<file path="config.mk">
export PLATFORM = sky130hd
export DESIGN_NAME = serial_addsub_ctrl
export DESIGN_NICKNAME = d
export VERILOG_FILES = /design/src/rtl/serial_addsub_ctrl.sv
export SDC_FILE = /design/constraint.sdc
export NUM_CORES = 1
export LEC_CHECK = 0
export ABC_AREA = 1
export BUFFER_PORTS_ARGS = -buffer_cell sky130_fd_sc_hd__buf_2
export CORE_UTILIZATION = 45
export DETAILED_ROUTE_END_ITERATION = 10
export GPL_TIMING_DRIVEN = 0
export MAX_ROUTING_LAYER = met4
export PLACE_DENSITY = 0.73
export SYNTH_ARGS = -nofsm -noshare
export SYNTH_HDL_FRONTEND = slang
export SYNTH_SLANG_ARGS = --single-unit
export TNS_END_PERCENT = 100
</file>
<file path="constraint.sdc">
create_clock -name clk -period 5.5 [get_ports clk]
set_input_delay 0.55 -clock clk [delete_from_list [all_inputs] [get_ports clk]]
set_output_delay 0.55 -clock clk [all_outputs]
set_load 0.01 [all_outputs]
</file>
<file path="src/rtl/serial_addsub_ctrl.sv">
// Bit-serial add/subtract sequencer: one full-adder cell processes the operands LSB-first,
// one bit per clock, and registers the WIDTH-bit result with carry, overflow and zero flags.

module fulladder1bit (
  output logic S,
  output logic Cout,
  input  logic A,
  input  logic B,
  input  logic Cin
);
  assign S    = A ^ B ^ Cin;
  assign Cout = (A & B) | (Cin & (A ^ B));
endmodule

module serial_addsub_ctrl #(
  parameter int WIDTH = 32
) (
  input  logic             clk,
  input  logic             rst,
  input  logic             start,
  input  logic             sub,
  input  logic [WIDTH-1:0] a,
  input  logic [WIDTH-1:0] b,
  output logic             busy,
  output logic             done,
  output logic [WIDTH-1:0] result,
  output logic             cout,
  output logic             overflow,
  output logic             zero
);
  localparam int CW = $clog2(WIDTH);

  typedef enum logic [1:0] {
    IDLE = 2'd0,
    RUN  = 2'd1,
    DONE = 2'd2
  } state_t;

  state_t           state_r;
  state_t           state_s;
  logic [WIDTH-1:0] a_sr_r;
  logic [WIDTH-1:0] b_sr_r;
  logic [WIDTH-1:0] sum_sr_r;
  logic             carry_r;
  logic [CW-1:0]    cnt_r;
  logic             s_s;
  logic             co_s;
  logic             load_s;
  logic             last_s;
  logic [WIDTH-1:0] sum_next_s;

  fulladder1bit u_fa (
    .S    (s_s),
    .Cout (co_s),
    .A    (a_sr_r[0]),
    .B    (b_sr_r[0]),
    .Cin  (carry_r)
  );

  assign load_s     = start && ((state_r == IDLE) || (state_r == DONE));
  assign last_s     = (state_r == RUN) && (cnt_r == CW'(WIDTH - 1));
  assign sum_next_s = {s_s, sum_sr_r[WIDTH-1:1]};

  // State register
  always_ff @(posedge clk or posedge rst) begin
    if (rst) begin
      state_r <= IDLE;
    end else begin
      state_r <= state_s;
    end
  end

  // Next-state logic; start in RUN is deliberately ignored
  always_comb begin
    state_s = state_r;
    case (state_r)
      IDLE: begin
        if (load_s) state_s = RUN;
        else        state_s = IDLE;
      end
      RUN: begin
        if (last_s) state_s = DONE;
        else        state_s = RUN;
      end
      DONE: begin
        if (load_s) state_s = RUN;
        else        state_s = IDLE;
      end
      default: state_s = IDLE;
    endcase
  end

  // Status outputs decoded from state
  always_comb begin
    busy = 1'b0;
    done = 1'b0;
    case (state_r)
      RUN:     busy = 1'b1;
      DONE:    done = 1'b1;
      default: begin
        busy = 1'b0;
        done = 1'b0;
      end
    endcase
  end

  // Operand shifters, carry, bit counter and registered result/flags
  always_ff @(posedge clk or posedge rst) begin
    if (rst) begin
      a_sr_r   <= {WIDTH{1'b0}};
      b_sr_r   <= {WIDTH{1'b0}};
      sum_sr_r <= {WIDTH{1'b0}};
      carry_r  <= 1'b0;
      cnt_r    <= {CW{1'b0}};
      result   <= {WIDTH{1'b0}};
      cout     <= 1'b0;
      overflow <= 1'b0;
      zero     <= 1'b0;
    end else if (load_s) begin
      // Subtraction is A + ~B + 1: invert B and seed the carry with 1
      a_sr_r  <= a;
      b_sr_r  <= sub ? ~b : b;
      carry_r <= sub;
      cnt_r   <= {CW{1'b0}};
    end else if (state_r == RUN) begin
      a_sr_r   <= {1'b0, a_sr_r[WIDTH-1:1]};
      b_sr_r   <= {1'b0, b_sr_r[WIDTH-1:1]};
      sum_sr_r <= sum_next_s;
      carry_r  <= co_s;
      cnt_r    <= cnt_r + CW'(1);
      if (last_s) begin
        // carry_r here is the carry into the MSB
        result   <= sum_next_s;
        cout     <= co_s;
        overflow <= co_s ^ carry_r;
        zero     <= (sum_next_s == {WIDTH{1'b0}});
      end
    end
  end

endmodule

</file>
==> Yosys cells after proc, flatten, opt, wreduce, memory -nomap -nowiden <==
Cells that the tools add are included.
{ "word_totals": {"regBits": 139, "input_bits": 68, "output_inout_bits": 37} }
{ "op_classes": {"add_sub_neg": 1, "bitwise_logic": 8, "mux": 14, "n_eq_ne": 3, "n_reduce_logical": 9} }
{ "ops": {"columns": ["op", "count"], "rows": [
  ["32-bit two-way mux", 5],
  ["32-bit zero test", 1],
  ["32-bit inverter", 1],
  ["5-bit two-way mux", 2],
  ["5-bit by 1-bit adder with 5-bit output, second input constant", 1],
  ["5-bit == test, second input constant", 1],
  ["1-bit two-way mux", 5],
  ["2-bit one-hot mux with 2 select lines", 1],
  ["3-bit AND reduction", 1],
  ["1-bit bitwise XOR", 3],
  ["1-bit bitwise AND", 2],
  ["2-bit by 1-bit == test with 1-bit output, second input constant", 1],
  ["2-bit == test, second input constant", 1],
  ["1-bit logical AND", 2],
  ["2-bit zero test", 1],
  ["2-bit two-way mux", 1],
  ["2-bit AND reduction", 1],
  ["2-bit nonzero test", 1],
  ["2-bit OR reduction", 1],
  ["1-bit logical OR", 1],
  ["1-bit inverter", 1],
  ["1-bit bitwise OR", 1]
]} }

==> Depth between registers and ports, before layout <==
Gate-level depths: netlist of the first run.
{ "logic_depth": {"word_depth": 5, "depth_mapped": 10} }

==> Hierarchy <==
Synthesis of the first run repeated with hierarchy kept, for this count alone.
{ "unflattened": {"hier_cells": 668, "hier_area_um2": 6069.6} }
{ "by_module_without_submodules": {"columns": ["module", "area_per_inst_um2", "seq_area_each_um2", "cells_each", "instances"], "rows": [
  ["serial_addsub_ctrl", 6049.6, 3453.3, 667, 1],
  ["fulladder1bit", 20.0, 0.0, 1, 1]
]} }

==> Least setup slack after synthesis of the first run <==
Ideal clock, no wire load.
{ "synth_path": {"path_type": "reg-to-reg", "from": "register cnt_r[0]", "to": "register cout", "required_time_ns": 5.435, "setup_slack_ns": 3.951, "arrival_time_ns": 1.484, "n_path_buf": 2, "path_stages_with_launch": 10, "path_cell_list": "dfrtp_1 > ha_1 > nand2_1 > nor2_1 > ha_1 > nand3_2 > buf_2 > buf_2 > nand2_1 > nand2_1"} }
{ "synth_between": {"elab_chain_len": 3} }
{ "synth_lines": {"columns": ["element", "line", "source"], "rows": [
  ["from (decl)", "45", "logic [CW-1:0] cnt_r;"],
  ["from (signal assigned)", "114", "cnt_r <= {CW{1'b0}};"],
  ["from (signal assigned)", "124", "cnt_r <= {CW{1'b0}};"],
  ["from (signal assigned)", "130", "cnt_r <= cnt_r + CW'(1);"],
  ["5-bit == test", "61", "assign last_s = (state_r == RUN) && (cnt_r == CW'(WIDTH - 1));"],
  ["1-bit logical AND", "61", null],
  ["3-bit AND reduction (no line)", null, null],
  ["to (signal assigned)", "134", "cout <= co_s;"],
  ["to (decl)", "27", "output logic cout,"]
]} }
No other way between the ends.
A chain may end at the register's enable or synchronous reset.

==> Final worst setup path of the first run <==
{ "layout_path": {"from": "register state_r[1]", "to": "output port busy"} }
{ "layout_between": {"elab_chain_len": 2} }
{ "layout_lines": {"columns": ["element", "line", "source"], "rows": [
  ["from (decl)", "39", "state_t state_r;"],
  ["from (signal assigned)", "69", "state_r <= state_s;"],
  ["2-bit by 1-bit == test with 1-bit output", "97", "case (state_r)"],
  ["1-bit two-way mux", "97", null],
  ["to (decl)", "24", "output logic busy,"]
]} }
No other way between the ends.

==> results.py, run 1 <==
metrics = {
    "outcome": {
        "run_status": "completed",
    },
    "yosys": {
        "synth.distinct_cells": 25,
        "yosys_register_bits": 138,
        "synth-simple-area-share_pct": 13.3,
        "synth_xor_area_share_pct": 4.63,
        "yosysTopAreaCell": "dfrtp_1",
        "yosysWarnings": 0,
        "syn_nets": 741,
        "synthMuxAreaShare_pct": 0,
        "synth_area_leaders": "dfrtp_1, o21ai_0, nand2_1",
        "synth_top_area_share_pct": 57.0,
        "synthAdderAreaFrac_pct": 0.743,
        "synth_compound_area_share_pct": 16.1,
        "syn_area_um2": 6060,
        "syn_inst": 670,
        "synth_area_per_cell_um2": 9.04,
        "ys_seq_area_share_pct": 57.0,
        "synth_top_family_by_area": "compound AO/OA/AOI/OAI gates",
    },
    "critical_path": {
        "rr_startpoint": "cnt_r[0]",
        "worstSetupStartpointType": "register",
        "critPathArrivalTime_ns": 1.67,
        "critPathLaunch": "state_r[1]",
        "endpoint_kind": "output port",
        "cp.required_ns": 4.95,
        "cp_max_fo": 10,
        "critical_path_class": "reg2out",
        "reg2reg_slack_ns": 3.68,
    },
    "timing": {
        "slew_violations": 0,
        "hold_viol": 0,
        "min_period_over_period_pct": 40.3,
        "rsz0062_at_grt": "no",
        "fin_ws_ns": 3.28,
        "setup-violations-final": 0,
        "slew_headroom_pct": 60.4,
        "skew_ns": 0.00659,
        "fmax_mhz": 451,
        "tightest_slew_ns": 0.594,
        "finalCriticalPeriod_ns": 2.22,
        "setup_tns_ns": 0,
    },
    "clock_tree": {
        "clock_path_buffers": 2,
        "cts_buffers": 17,
        "cts_resized": 0,
        "cts_max_level": 4,
        "cts_hold_buf": 0,
        "insertion_delay_ns": 0.42,
        "clock_sinks": 138,
        "clock-root-buffer": "clkbuf_16",
        "cts_tree": "yes",
        "post_cts_buffers": 0,
        "clkTransAtPathRegs_ns": 0.06,
    },
    "placed_design": {
        "place_ws_ns": 3.67,
        "placed_area_um2": 6830,
        "place_congestion": 0.830,
        "port_buffers": 103,
        "dp.final_hpwl_um": 9080,
    },
    "floorplan": {
        "die_w_um": 118,
        "core-area_um2": 13200,
        "die_y_um": 118,
        "rows": 42,
        "io_pins": 105,
        "start_util_pct": 45.9,
        "die_area_um2": 13900,
    },
    "power_and_ir_drop": {
        "combinationalPowerShare_pct": 32.1,
        "ir_drop_mv": 0.225,
        "p_int_w": 0.00273,
        "clkPwrFrac_pct": 28.1,
        "switching_share_pct": 34.6,
        "power_w": 0.00417,
        "p_leak_nw": 3.60,
        "sequentialPowerShare_pct": 39.8,
        "cellPowerDensity_nw_per_um2": 561,
        "switchingPower_w": 0.00144,
    },
    "job": {
        "maxCapViolations": 0,
    },
    "routing": {
        "dr.first_iter.drc_count": 294,
        "drc": 0,
        "vias": 4824,
        "dr.pass1.iters": 5,
        "ant_nets": 0,
        "vias_per_cell": 4.91,
        "avgRoutedWirePerCell_um": 13.3,
        "wirelength_um": 13100,
    },
    "final_layout": {
        "drive_gt1_share_pct": 20.7,
        "final_nets": 864,
        "fillerInstances": 1196,
        "utilization_pct": 56.3,
        "syn_to_final_growth_pct": 22.7,
        "stdcell_area_um2": 7430,
    },
    "global_route": {
        "antenna_found_initial": 1,
        "grt_pass1_wl_um": 22600,
        "grt_max_degree": 78,
        "grt_usage_pct": 21.1,
        "grt_pass1_vias": 4677,
        "grt_overflow_total": 0,
    },
    "hold_path": {
        "min_path_type": "in2async",
    },
}
## critical path: stages, from the launching register on
cell	delay (ns)
dfrtp_1	0.36
inv_1	0.11
nand2_2	0.13
buf_4	0.21
inv_2	0.06
buf_2	0.21
buf_2	0.17
## sequential cells by signal, summed over array words and instances (netlist names), 2 cells and up
register,flops
result,32
sum_sr_r,31
cnt_r,5
a_sr_r,32
b_sr_r,32
state_r,2
## cells in the mapped netlist (all sizes together)
cell / instances
o21ai: 145
buf: 25
nor2: 78
a21oi: 6
clkbuf: 17
o211ai: 1
a22o: 2
dfrtp: 138
nand2: 125
xor2: 31
nand3: 3
o22ai: 30
fa: 1
nand4: 2
inv: 63
xnor2: 1
ha: 2
## metrics by stage
stage / std cells / hold WS [ns]
floorplan: 670 / 0.433
global placement: 949 / 0.449
detailed placement: 950 / 0.454
CTS: 982 / 0.224
global route: 983 / 0.262
finish: 983 / 0.217
## metal layers
metal  GRT usage, %  vias to the layer above  part of all wire (%)
met5              -                        -                     0
li1               -                     2420                     -
met4           8.25                        0                   1.7
met2           31.3                      131                    45
met1           28.1                     2255                    47
met3           5.09                       18                   5.6
## logic make-up (layout without fill, tap and decap cells)
| kind of cell | Yosys count | after routing |
|---|---|---|
| adders and majority gates | 3 | 3 |
| other | 0 | 1 |
| buffers and inverters | 105 | 241 |
| and+or+nand+nor | 208 | 208 |
| AOI/OAI and AO/OA | 184 | 184 |
| xor gates and xnor gates | 32 | 32 |
| DFF | 138 | 138 |
## area by class of cell
class	count	area [um2]	share of cell area (%)
antenna	1	2.50	0.0337
tap	176	220	2.96
inverter	63	241	3.25
buffer	42	263	3.54
clock inverter	9	145	1.95
timing repair buffer	104	543	7.31
sequential	138	3450	46.5
multi-input combinational	427	2110	28.3
clock buffer	23	458	6.16
## final timing paths
check	cells after the start	end
worst max-delay path	6	busy
worst min-delay path	2	b_sr_r[12]
worst max register to register	9	result[21]
worst min register to register	2	result[31]
max in group asynchronous	3	result[23]
min in group clk	3	a_sr_r[28]
## cell usage in the layout, fill, tap and decap left out, types with 3 or more instances in the layout
cell       instances
nor2_1            78
inv_1             60
buf_4              5
o21ai_1           15
a21oi_1            6
xor2_1            31
clkbuf_4           3
nand2_1          122
dfrtp_1          138
clkinv_2           5
buf_6              8
o21ai_0          130
buf_2            115
clkbuf_16         17
o22ai_1           30
clkbuf_1          19
bufinv_16          4
## power groups by stage
| stage | combinational, W | sequential (W) | clock, W |
|---|---|---|---|
| after floorplan | 0.000980 | 0.00164 | 0 |
| after global placement | 0.00130 | 0.00166 | 0 |
| after detailed placement | 0.00134 | 0.00167 | 0 |
| after CTS | 0.00135 | 0.00166 | 0.00119 |
| after global routing | 0.00156 | 0.00171 | 0.00124 |
| final | 0.00134 | 0.00166 | 0.00117 |
Note: power is estimated with default switching activity, not from simulation.
==> run 2, diff against run 1 <==
--- a/config.mk
+++ b/config.mk
@@ -5,7 +5,7 @@
 export SDC_FILE = /design/constraint.sdc
 export NUM_CORES = 1
 export LEC_CHECK = 0
-export ABC_AREA = 1
+export ABC_AREA = 0
 export BUFFER_PORTS_ARGS = -buffer_cell sky130_fd_sc_hd__buf_2
 export CORE_UTILIZATION = 45
 export DETAILED_ROUTE_END_ITERATION = 10
==> constraint.sdc (replaced) <==
create_clock -name clk -period 2.1 [get_ports clk]
set_input_delay 0.21 -clock clk [delete_from_list [all_inputs] [get_ports clk]]
set_output_delay 0.21 -clock clk [all_outputs]
set_load 0.01 [all_outputs]
==> results.py, run 2 <==
metrics = {
    "power_and_ir_drop": {
        "ir_drop_mv": 0.775,
        "power_w": 0.0102,
        "switchingPower_w": 0.00335,
        "sequentialPowerShare_pct": 44.5,
        "combinationalPowerShare_pct": 28.7,
        "clkPwrFrac_pct": 26.8,
        "switching_share_pct": 32.9,
        "p_leak_nw": 3.75,
        "p_int_w": 0.00685,
        "cellPowerDensity_nw_per_um2": 1370,
    },
    "floorplan": {
        "io_pins": 105,
        "die_y_um": 118,
        "core-area_um2": 13200,
        "rows": 42,
        "die_area_um2": 14000,
        "start_util_pct": 46.0,
        "die_w_um": 118,
    },
    "final_layout": {
        "fin_cells": 919,
        "syn_to_final_growth_pct": 22.3,
        "drive_gt1_share_pct": 27.2,
        "fillerInstances": 1196,
        "num_antenna_cells": 0,
        "final_common_cell": "nand2_1",
        "final_nets": 802,
        "seq_area_um2": 3450,
        "top_regs": "a_sr_r (32), b_sr_r (32), result (32)",
        "multi_input_area_um2": 2360,
        "final_cell_mix": "nand2_1, dfrtp_1, buf_2",
    },
    "global_route": {
        "grt_pass1_vias": 4748,
        "grt_usage_pct": 21.3,
        "grtUsageMet3_pct": 5.69,
        "antenna_found_initial": 0,
        "grt_overflow_total": 0,
        "met1_usage_pct": 26.4,
        "grt_pass1_wl_um": 22800,
        "grt_max_degree": 44,
        "grt.busiest_layer": "met2",
        "met2_usage_pct": 33.8,
    },
    "timing": {
        "finalCriticalPeriod_ns": 1.98,
        "slew_headroom_pct": 64.5,
        "setup_tns_ns": 0,
        "fmax_mhz": 506,
        "skew_ns": 0.00662,
        "min_period_over_period_pct": 94.1,
        "slew_violations": 0,
        "setup-violations-final": 0,
        "holdWs_ns": 0.0119,
        "hold_viol": 0,
        "fin_ws_ns": 0.123,
        "rsz0062_at_grt": "no",
        "tightest_slew_ns": 0.531,
    },
    "critical_path": {
        "rr_startpoint": "cnt_r[0]",
        "endpoint_kind": "register",
        "cp.required_ns": 2.40,
        "critical_path_class": "reg2reg",
        "slowest_stage": "dfrtp_1",
        "cp_cell_sequence": "ha_1 > and3_1 > ha_1 > nand3b_1 > buf_6 > buf_6 > mux2_4",
        "cp_max_fo": 10,
        "reg2reg_depth": 7,
        "reg2reg_slack_ns": 0.12,
        "cpPeakStageDelay_ns": 0.41,
        "critPathArrivalTime_ns": 2.27,
        "r2r-end": "result[14]",
        "worstSetupStartpointType": "register",
    },
    "clock_tree": {
        "cts_max_level": 4,
        "cts_resized": 0,
        "cts_buffers": 17,
        "cts_tree": "yes",
        "post_cts_buffers": 0,
        "insertion_delay_ns": 0.42,
        "clock-root-buffer": "clkbuf_16",
        "clock_path_buffers": 2,
        "clkTransAtPathRegs_ns": 0.06,
        "clock_sinks": 138,
        "cts_hold_buf": 2,
    },
    "yosys": {
        "yosysMostFrequentCell": "nand2_1",
        "yosys-top-cells-count": "nand2_1, dfrtp_1, nor2_1",
        "async_flop_share_pct": 100,
        "syn_nets": 675,
        "yosysWarnings": 0,
        "yosys_register_bits": 138,
        "synth_edf_count": 0,
        "syn_inst": 604,
        "synth_ff_type": "dfrtp_1",
        "syn_area_um2": 6090,
        "ys_seq_area_share_pct": 56.7,
        "synth_area_leaders": "dfrtp_1, nand2_1, xor2_1",
        "yosysTopAreaCell": "dfrtp_1",
        "synth_area_per_cell_um2": 10.1,
        "synth_top_area_share_pct": 56.7,
        "synth.distinct_cells": 32,
    },
    "placed_design": {
        "dp.final_hpwl_um": 9520,
        "place_ws_ns": 0.128,
        "place_congestion": 0.800,
        "placedCellCount": 886,
        "port_buffers": 103,
    },
    "routing": {
        "vias": 4696,
        "wirelength_um": 13200,
        "dr.pass1.iters": 5,
        "ant_nets": 0,
        "avgRoutedWirePerCell_um": 14.4,
        "drc": 0,
        "dr.first_iter.drc_count": 307,
        "vias_per_cell": 5.11,
    },
    "job": {
        "maxCapViolations": 0,
    },
    "hold_path": {
        "min_from": "a[0]",
        "holdPathEnd": "a_sr_r[0]",
        "min_path_type": "in2reg",
        "hold_depth": 3,
    },
    "outcome": {
        "run_status": "completed",
    },
}
==> run 2: cell types whose count changed in the layout (fill, tap and decap cells not counted), moves of 5 or more <==
cell / before / now
inv_1: 60 / 1
buf_2: 115 / 128
nor3_1: 0 / 29
a21oi_1: 6 / 1
nand2_1: 122 / 164
nor2_1: 78 / 63
a31oi_1: 0 / 32
mux2_2: 0 / 18
o21ai_1: 15 / 0
mux2_4: 0 / 15
o21ai_0: 130 / 3
clkbuf_1: 19 / 14
nor4_1: 0 / 8
==> run 2: layer usage <==
| metal | wire (um) | share of wire, % |
|---|---|---|
| met1 | 5930 | 45 |
| met2 | 6390 | 48 |
| met3 | 727 | 5.5 |
| met4 | 172 | 1.3 |
| met5 | 0 | 0 |
==> run 2: worst max path at each step <==
| stage | start | to | slack [ns] | cells past startpoint |
|---|---|---|---|---|
| final | cnt_r[0] | result[14] | 0.12 | 7 |
| after global placement | rst | b_sr_r[24] | -0.54 | 2 |
| after CTS | cnt_r[0] | result[9] | 0.11 | 7 |
| after global routing | cnt_r[0] | result[9] | 0.05 | 7 |
| after detailed placement | cnt_r[0] | result[9] | 0.13 | 7 |
| after floorplan | rst | a_sr_r[0] | 0.17 | 1 |
==> run 2: power by group through the flow <==
stage | clock, W | sequential [W] | combinational, W
CTS | 0.00277 | 0.00454 | 0.00297
global route | 0.00289 | 0.00469 | 0.00333
finish | 0.00273 | 0.00454 | 0.00292
global placement | 0 | 0.00451 | 0.00279
floorplan | 0 | 0.00444 | 0.00209
detailed placement | 0 | 0.00457 | 0.00294
==> run 2: metrics by stage <==
stage / util [%] / cell area [um2]
after detailed placement: 52.0 / 6890
final: 56.2 / 7440
after CTS: 56.2 / 7440
after global placement: 51.6 / 6830
after global routing: 56.2 / 7440
after floorplan: - / 6090
==> run 2: final cells by class <==
cell class	count	share of cell area (%)
Timing Repair Buffer	108	8.00
Sequential cell	138	46.4
Tap cell	176	2.96
Multi-Input combinational cell	419	31.7
Inverter	3	0.235
Clock inverter	2	0.471
Clock buffer	29	6.72
Buffer	44	3.55
==> run 2: critical path: cells and delay by family, from the launching register on <==
| kind | cells | cell delay [ns] |
|---|---|---|
| simple gates | 2 | 0.31 |
| buf+inv | 2 | 0.38 |
| mux | 1 | 0.31 |
| fa+ha+maj | 2 | 0.43 |
| flops | 1 | 0.41 |
==> run 2: logic make-up (layout without fill, tap and decap cells) <==
logic type / count (synthesis) / after routing / share of synthesized area, %
fa+ha+maj: 3 / 3 / 0.740
xor+xnor: 34 / 34 / 4.89
simple gates: 277 / 277 / 18.5
mux: 34 / 34 / 7.19
flops: 138 / 138 / 56.7
buf+inv: 47 / 186 / 4.56
compound gates: 71 / 71 / 7.40
==> run 3, diff against run 2 <==
--- a/config.mk
+++ b/config.mk
@@ -6,7 +6,7 @@
 export NUM_CORES = 1
 export LEC_CHECK = 0
 export ABC_AREA = 0
-export BUFFER_PORTS_ARGS = -buffer_cell sky130_fd_sc_hd__buf_2
+export BUFFER_PORTS_ARGS = -buffer_cell sky130_fd_sc_hd__clkbuf_2
 export CORE_UTILIZATION = 45
 export DETAILED_ROUTE_END_ITERATION = 10
 export GPL_TIMING_DRIVEN = 0
==> results.py, run 3 (synthesized netlist as in run 2, its figures left out) <==
metrics = {
    "routing": {
        "drc": 0,
        "dr.first_iter.drc_count": 289,
        "ant_nets": 0,
        "vias": 4681,
        "vias_per_cell": 5.08,
        "wirelength_um": 13300,
        "avgRoutedWirePerCell_um": 14.5,
        "dr.pass1.iters": 5,
    },
    "final_layout": {
        "final_nets": 803,
        "stdcell_area_um2": 7540,
        "drive_gt1_share_pct": 28.2,
        "final_common_cell": "nand2_1",
        "final_cell_mix": "nand2_1, dfrtp_1, clkbuf_2",
        "num_antenna_cells": 0,
        "syn_to_final_growth_pct": 23.9,
        "top_regs": "a_sr_r (32), b_sr_r (32), result (32)",
        "fillerInstances": 1189,
    },
    "power_and_ir_drop": {
        "p_leak_nw": 3.80,
        "ir_drop_mv": 0.705,
        "cellPowerDensity_nw_per_um2": 1410,
    },
    "floorplan": {
        "start_util_pct": 46.0,
        "die_y_um": 118,
        "io_pins": 105,
        "die_area_um2": 14000,
        "core-area_um2": 13200,
        "die_w_um": 118,
        "rows": 42,
    },
    "critical_path": {
        "critical_path_class": "reg2reg",
        "path_buf_inv": 2,
        "cp_cell_sequence": "ha_1 > and3_1 > ha_1 > nand3b_1 > buf_6 > buf_6 > mux2_4",
        "critPathTopFamily": "adder cells",
        "cp.required_ns": 2.41,
        "critPathArrivalTime_ns": 2.27,
        "endpoint_kind": "register",
        "slowest_stage": "dfrtp_1",
        "cpPeakStageDelay_ns": 0.41,
        "cp_max_fo": 10,
        "worstSetupStartpointType": "register",
    },
    "timing": {
        "min_period_over_period_pct": 93.3,
        "setup-violations-final": 0,
        "rsz0062_at_grt": "no",
        "hold_viol": 0,
        "skew_ns": 0.00542,
        "slew_headroom_pct": 60.9,
        "finalCriticalPeriod_ns": 1.96,
        "tightest_slew_ns": 0.585,
        "fmax_mhz": 510,
        "setup_tns_ns": 0,
        "fin_ws_ns": 0.140,
        "slew_violations": 0,
    },
    "outcome": {
        "run_status": "completed",
    },
    "clock_tree": {
        "clock_path_buffers": 2,
        "cts_max_level": 4,
        "cts_tree": "yes",
        "clock_sinks": 138,
        "cts_buffers": 17,
        "clkTransAtPathRegs_ns": 0.06,
        "insertion_delay_ns": 0.43,
        "clock-root-buffer": "clkbuf_16",
        "cts_resized": 0,
    },
    "global_route": {
        "grt_usage_pct": 21.3,
        "grt_max_degree": 44,
        "grt_pass1_wl_um": 22300,
        "grt_pass1_vias": 4543,
        "antenna_found_initial": 0,
        "grt_overflow_total": 0,
    },
    "hold_path": {
        "min_path_type": "in2reg",
    },
    "placed_design": {
        "port_buffers": 103,
        "place_congestion": 0.801,
        "dp.final_hpwl_um": 9490,
        "placed_area_um2": 6890,
        "place_ws_ns": 0.144,
    },
    "job": {
        "maxCapViolations": 0,
    },
}
[run 3: layout make-up]
type	instances	area [um2]	share of cell area (%)
flip-flops and latches	138	3450	45.8
multi-input cells	419	2360	31.3
repair buffers	109	606	8.03
clock buffers	25	515	6.83
plain buffers	44	264	3.50
well taps	176	220	2.92
clock inverters	7	110	1.46
inverters	3	17.5	0.232
[run 3: path summary, 6_finish.rpt]
check	from	to	slack [ns]	depth (start not counted)
max in group asynchronous	rst	b_sr_r[19]	0.90	5
min reg2reg	cnt_r[3]	cnt_r[3]	0.48	1
min in group asynchronous	rst	result[21]	0.39	3
max reg2reg	cnt_r[0]	result[9]	0.14	7
max	cnt_r[0]	result[9]	0.14	7
min	a[31]	a_sr_r[31]	0.01	3
[run 3: timing repair]
item                      CTS  global route
hold endpoints to repair   25             0
hold buffers                3             0
setup buffers               0             0
[run 3: metal layers]
layer | up-vias | track usage (%) | wire length, um | share of wire [%]
met5 | - | - | 0 | 0
met2 | 134 | 34.0 | 6610 | 50
li1 | 2294 | - | - | -
met4 | 0 | 7.53 | 233 | 1.7
met1 | 2230 | 26.1 | 5890 | 44
met3 | 23 | 5.65 | 617 | 4.6
[run 3: power breakdown]
part	leakage [nW]	switching (W)	total (W)	internal, W
Clock	0.313	0.00108	0.00313	0.00205
Sequential	1.74	0.000774	0.00454	0.00377
Combinational	1.74	0.00157	0.00293	0.00136
[run 3: stage by stage]
step,power [W],cells,util [%],hold WS [ns]
2_1_floorplan,0.00653,604,-,0.338
3_3_place_gp,0.00730,883,51.6,0.433
3_5_place_dp,0.00751,886,52.0,0.290
4_1_cts,0.0107,921,57.0,0.00124
5_1_grt,0.0113,921,57.0,0.0141
6_report,0.0106,921,57.0,0.0119
[run 3: worst register-to-register path, cell delays in order, from the launching register on]
cell	delay, ns
dfrtp_1	0.41
ha_1	0.22
and3_1	0.18
ha_1	0.20
nand3b_1	0.14
buf_6	0.18
buf_6	0.19
mux2_4	0.31
